### src/rtl/complex_fifo.sv
// Circular-buffer FIFO of complex words {re, im} with registered read data,
// count-derived status flags and optional sticky overflow/underflow flags (COMPLEX_FIFO_ERR_FLAG_EN).
module complex_fifo #(
  parameter int FLOAT_LEN = 32,
  parameter int ADDR_LEN  = 4,
  parameter int AF_LEVEL  = (1 << ADDR_LEN) - 1
) (
  input  logic                   clk,
  input  logic                   rst,
  input  logic [2*FLOAT_LEN-1:0] din,
  input  logic                   wr_en,
  input  logic                   rd_en,
  input  logic                   clr_err,
  output logic [2*FLOAT_LEN-1:0] dout,
  output logic                   dout_valid,
  output logic                   full,
  output logic                   empty,
  output logic                   almost_full,
  output logic [ADDR_LEN:0]      count,
  output logic                   overflow,
  output logic                   underflow
);

  localparam int W     = 2 * FLOAT_LEN;
  localparam int DEPTH = 1 << ADDR_LEN;
  localparam logic [ADDR_LEN:0] DEPTH_C = (ADDR_LEN+1)'(DEPTH);
  localparam logic [ADDR_LEN:0] AF_C    = (ADDR_LEN+1)'(AF_LEVEL);

  logic [W-1:0]      mem_q [DEPTH];
  logic [ADDR_LEN:0] wr_ptr_q, wr_ptr_d;
  logic [ADDR_LEN:0] rd_ptr_q, rd_ptr_d;
  logic [ADDR_LEN:0] count_q, count_d;
  logic [W-1:0]      dout_q, dout_d;
  logic              dout_valid_q;
  logic              rd_acc, wr_acc;

  // Handshake: a read is taken when rd_en=1 and not empty; a write is taken
  // when wr_en=1 and either not full or a read frees a slot in the same cycle.
  // Taken reads present data on dout with dout_valid=1 in the next cycle.
  assign full        = (count_q == DEPTH_C);
  assign empty       = (count_q == '0);
  assign almost_full = (count_q >= AF_C);
  assign rd_acc      = rd_en && !empty;
  assign wr_acc      = wr_en && (!full || rd_acc);

  always_comb begin
    wr_ptr_d = wr_ptr_q;
    rd_ptr_d = rd_ptr_q;
    count_d  = count_q;
    dout_d   = dout_q;
    if (wr_acc) wr_ptr_d = wr_ptr_q + 1'b1;
    if (rd_acc) begin
      rd_ptr_d = rd_ptr_q + 1'b1;
      dout_d   = mem_q[rd_ptr_q[ADDR_LEN-1:0]];
    end
    case ({wr_acc, rd_acc})
      2'b10:   count_d = count_q + 1'b1;
      2'b01:   count_d = count_q - 1'b1;
      default: count_d = count_q;
    endcase
  end

  always_ff @(posedge clk or negedge rst) begin
    if (!rst) begin
      wr_ptr_q     <= '0;
      rd_ptr_q     <= '0;
      count_q      <= '0;
      dout_q       <= '0;
      dout_valid_q <= 1'b0;
    end else begin
      wr_ptr_q     <= wr_ptr_d;
      rd_ptr_q     <= rd_ptr_d;
      count_q      <= count_d;
      dout_q       <= dout_d;
      dout_valid_q <= rd_acc;
    end
  end

  // Storage is never reset; a write coinciding with reset is suppressed.
  always_ff @(posedge clk) begin
    if (wr_acc && rst) mem_q[wr_ptr_q[ADDR_LEN-1:0]] <= din;
  end

  assign dout       = dout_q;
  assign dout_valid = dout_valid_q;
  assign count      = count_q;

`ifdef COMPLEX_FIFO_ERR_FLAG_EN
  logic ovf_q, ovf_d, udf_q, udf_d;

  // A new error in the same cycle as clr_err wins over the clear.
  always_comb begin
    ovf_d = ovf_q;
    udf_d = udf_q;
    if (clr_err) begin
      ovf_d = 1'b0;
      udf_d = 1'b0;
    end
    if (wr_en && !wr_acc) ovf_d = 1'b1;
    if (rd_en && empty)   udf_d = 1'b1;
  end

  always_ff @(posedge clk or negedge rst) begin
    if (!rst) begin
      ovf_q <= 1'b0;
      udf_q <= 1'b0;
    end else begin
      ovf_q <= ovf_d;
      udf_q <= udf_d;
    end
  end

  assign overflow  = ovf_q;
  assign underflow = udf_q;
`else
  logic unused_clr_err;
  assign unused_clr_err = clr_err;
  assign overflow       = 1'b0;
  assign underflow      = 1'b0;
`endif

endmodule
### config.mk
export PLATFORM = sky130hd
export DESIGN_NAME = complex_fifo
export DESIGN_NICKNAME = d
export VERILOG_FILES = /design/src/rtl/complex_fifo.sv
export SDC_FILE = /design/constraint.sdc
export NUM_CORES = 1
export LEC_CHECK = 0
export CORE_UTILIZATION = 35
export DETAILED_ROUTE_END_ITERATION = 16
export SETUP_SLACK_MARGIN = 0.4
export SYNTH_ARGS = -nofsm -noshare
export SYNTH_HDL_FRONTEND = slang
export SYNTH_SLANG_ARGS = --single-unit
### constraint.sdc
create_clock -name clk -period 10.25 [get_ports clk]
set_input_delay 3.075 -clock clk [delete_from_list [all_inputs] [get_ports clk]]
set_output_delay 3.075 -clock clk [all_outputs]
set_load 0.01 [all_outputs]
==> flow_metrics.py <==
metrics = {
    "timing": {
        "worst_clock_skew_ns": 0.0289,
        "hold_viol": 0,
        "relSlewSlack_pct": 8.99,
        "fmax_mhz": 161,
        "setup_viol": 0,
        "finalSetupTns_ns": 0,
        "slew_viol_final": 0,
        "period_share_pct": 60.6,
        "rsz0062_at_grt": "no",
        "worstMarginPinSlew_ns": 1.37,
        "layout_min_cycle_time_ns": 6.21,
    },
    "placed_design": {
        "place_hpwl_um": 49700,
        "portBuffers": 140,
        "placed_area_um2": 44800,
        "dp.cells": 3403,
        "place_congestion": 0.725,
    },
    "routing": {
        "detail_route.wl_per_cell_um": 26.6,
        "drc": 0,
        "ant_nets": 0,
        "dr.pass1.iters": 5,
        "drtIter0Drc": 1875,
        "vias": 19100,
        "viasPerCell": 5.31,
        "wl_um": 95800,
    },
    "global_route": {
        "grtUsageTotal_pct": 16.1,
        "grt_overflow": 0,
        "antenna_found_initial": 16,
        "grt_max_degree": 124,
        "grt_pass1_wl_um": 140000,
        "grt_pass1_vias": 20200,
    },
    "yosys": {
        "ys_seq_area_share_pct": 78.8,
        "synth_cells": 1803,
        "synthesis.area_um2": 41500,
        "synth_ff_type": "edfxtp_1",
        "yosysWarnings": 0,
        "synth-edff-count": 1024,
        "synthTopCellsByCount": "1024 x edfxtp_1, 256 x mux4_2, 78 x dfrtp_1, 72 x o22ai_1, 58 x mux2i_1",
        "yosys.area.top_type": "edfxtp_1",
        "avgSynthCellArea_um2": 23.0,
        "synth_area_leaders": "edfxtp_1 74%, mux4_2 14%, dfrtp_1 4.7%, mux2i_1 1.4%, o22ai_1 1.1%",
        "synth_seq_cells": 1102,
        "synth.distinct_cells": 40,
        "synth_top_area_share_pct": 74.1,
        "synthArstFlopShare_pct": 7.08,
        "synth.most_common_cell": "edfxtp_1",
    },
    "clocking": {
        "ctsHoldBuffers": 0,
        "cts.sinks": 1102,
        "cts_buffers": 106,
        "clk_pin_slew_ns": 0.06,
        "cts_root_buffer": "clkbuf_16",
        "post-cts-setup-buffer-count": 0,
        "cts_resized": 0,
        "clk_latency_ns": 0.70,
        "cts_tree": "yes",
        "h-tree-depth": 3,
        "clockBufferDepth": 3,
    },
    "pwr": {
        "pwr-share-seq_pct": 44.3,
        "p_int_uw": 9200,
        "power_leakage_uw": 0.0152,
        "swShare_pct": 28.0,
        "cellPowerDensity_nw_per_um2": 264,
        "power_uw": 12800,
        "p_comb_share_pct": 24.5,
        "clockPowerShare_pct": 31.1,
        "peakVddDrop_v": 0.000318,
        "power_switching_uw": 3590,
    },
    "setup_path": {
        "critPathRequiredTime_ns": 10.54,
        "r2r_slack_ns": 6.24,
        "end_kind": "flop",
        "crit_path_start_kind": "input port",
        "cp_max_fo": 40,
        "setup.worst_path.class": "input port to flop",
        "arrival_ns": 6.50,
        "slowest_stage": "nor2_4",
        "crit_chain": "clkdlybuf4s50_1, o31a_1, nand2_1, nor2_4, buf_4",
        "slowest_delay_ns": 0.95,
        "cp_num_buf_inv": 2,
        "path_delay_family": "buffers and inverters",
    },
    "cells_and_area": {
        "drive_above_1_share_pct": 25.2,
        "diodes": 0,
        "syn_to_final_growth_pct": 16.5,
        "final_cells": 3605,
        "finalInstanceArea_um2": 48400,
        "nets": 2065,
    },
    "floorplanning": {
        "die_x_um": 346,
        "start_util_pct": 35.5,
        "core_um2": 117000,
        "die_area_um2": 120000,
        "num_rows": 125,
        "die_y_um": 346,
        "ios": 144,
    },
    "min_path": {
        "hp-class": "flop to flop",
    },
    "run_status": {
        "status": "completed",
    },
    "run": {
        "max_cap_violations": 0,
    },
}
cell type report:
type                       instances  area, µm²
clock buffer                     134       2860
clock inverter                    68        724
fill                            9970      68500
inverter                           5       20.0
multi-input combinational        594       8430
sequential                      1102      32700
tap                             1524       1910
timing repair buffer             178       1710
metal layers:
| layer | track usage (%) | vias up | wire [µm] |
|---|---|---|---|
| li1 | - | 8031 | - |
| met1 | 22.2 | 10400 | 40900 |
| met2 | 26.2 | 573 | 46900 |
| met3 | 3.39 | 129 | 6200 |
| met4 | 3.46 | 24 | 1610 |
| met5 | 0 | - | 170 |
worst reg2reg max path, stage by stage (launching register included):
cell,delay [ns]
dfrtp_1,0.51
or4_1,0.38
o31a_1,0.51
nand2_1,0.37
nor2_4,0.95
buf_4,0.84
worst paths after layout:
kind,start,to,cells past startpoint
worst max-delay path,wr_en,mem_q[5][45]$_DFFE_PP_,5
worst min-delay path,dout[31]$_DFFE_PN0N_,dout[31]$_DFFE_PN0N_,2
worst max register to register,count[0]$_DFFE_PN0P_,mem_q[5][45]$_DFFE_PP_,5
worst min register to register,dout[31]$_DFFE_PN0N_,dout[31]$_DFFE_PN0N_,2
max in group asynchronous,rst,rd_ptr_q[2]$_DFFE_PN0N_,3
min in group asynchronous,rst,dout[35]$_DFFE_PN0N_,1
sequential cells by signal, indices dropped and copies added, names as in the netlist:
register    flops
dout_valid      1
rd_ptr_q        4
count           5
dout           64
wr_ptr_q        4
mem_q        1024
layout by cell type, fill, tap and decap left out, types with 22 or more instances in the layout:
cell type           n
a21oi_1            38
buf_4              37
clkbuf_1           22
clkbuf_16         110
clkdlybuf4s50_1   139
dfrtp_1            75
edfxtp_1         1024
mux2_2             39
mux2i_1            58
mux4_2            256
nand2_1            41
o221ai_1           28
o22ai_1            72
through the flow:
step | utilization [%] | hold WS, ns | worst slack, ns
after floorplan | - | 0.492 | 3.26
after global placement | 38.3 | 0.483 | 3.35
after detailed placement | 38.3 | 0.481 | 3.23
after CTS | 41.4 | 0.498 | 3.96
after global routing | 41.4 | 0.507 | 3.85
final | 41.4 | 0.500 | 4.04
cell families (layout without fill, tap and decap cells):
logic type | Yosys count | count (layout) | synth area share [%]
mux | 354 | 354 | 16.4
simple gates | 74 | 74 | 0.772
compound gates | 147 | 147 | 2.36
other cells | 1 | 2 | 0.00903
flops | 1102 | 1102 | 78.8
buf+inv | 108 | 385 | 1.21
xor+xnor | 8 | 8 | 0.169
fa+ha+maj | 9 | 9 | 0.289
power by group through the flow:
stage          Combinational [µW]  Sequential, µW  Clock, µW
3_3_place_gp                 3180            5760          0
2_1_floorplan                2240            5590          0
4_1_cts                      3220            5690       4060
6_report                     3140            5670       3980
5_1_grt                      3390            5720       4220
3_5_place_dp                 3210            5770          0
(Power assumes the default switching activity.)
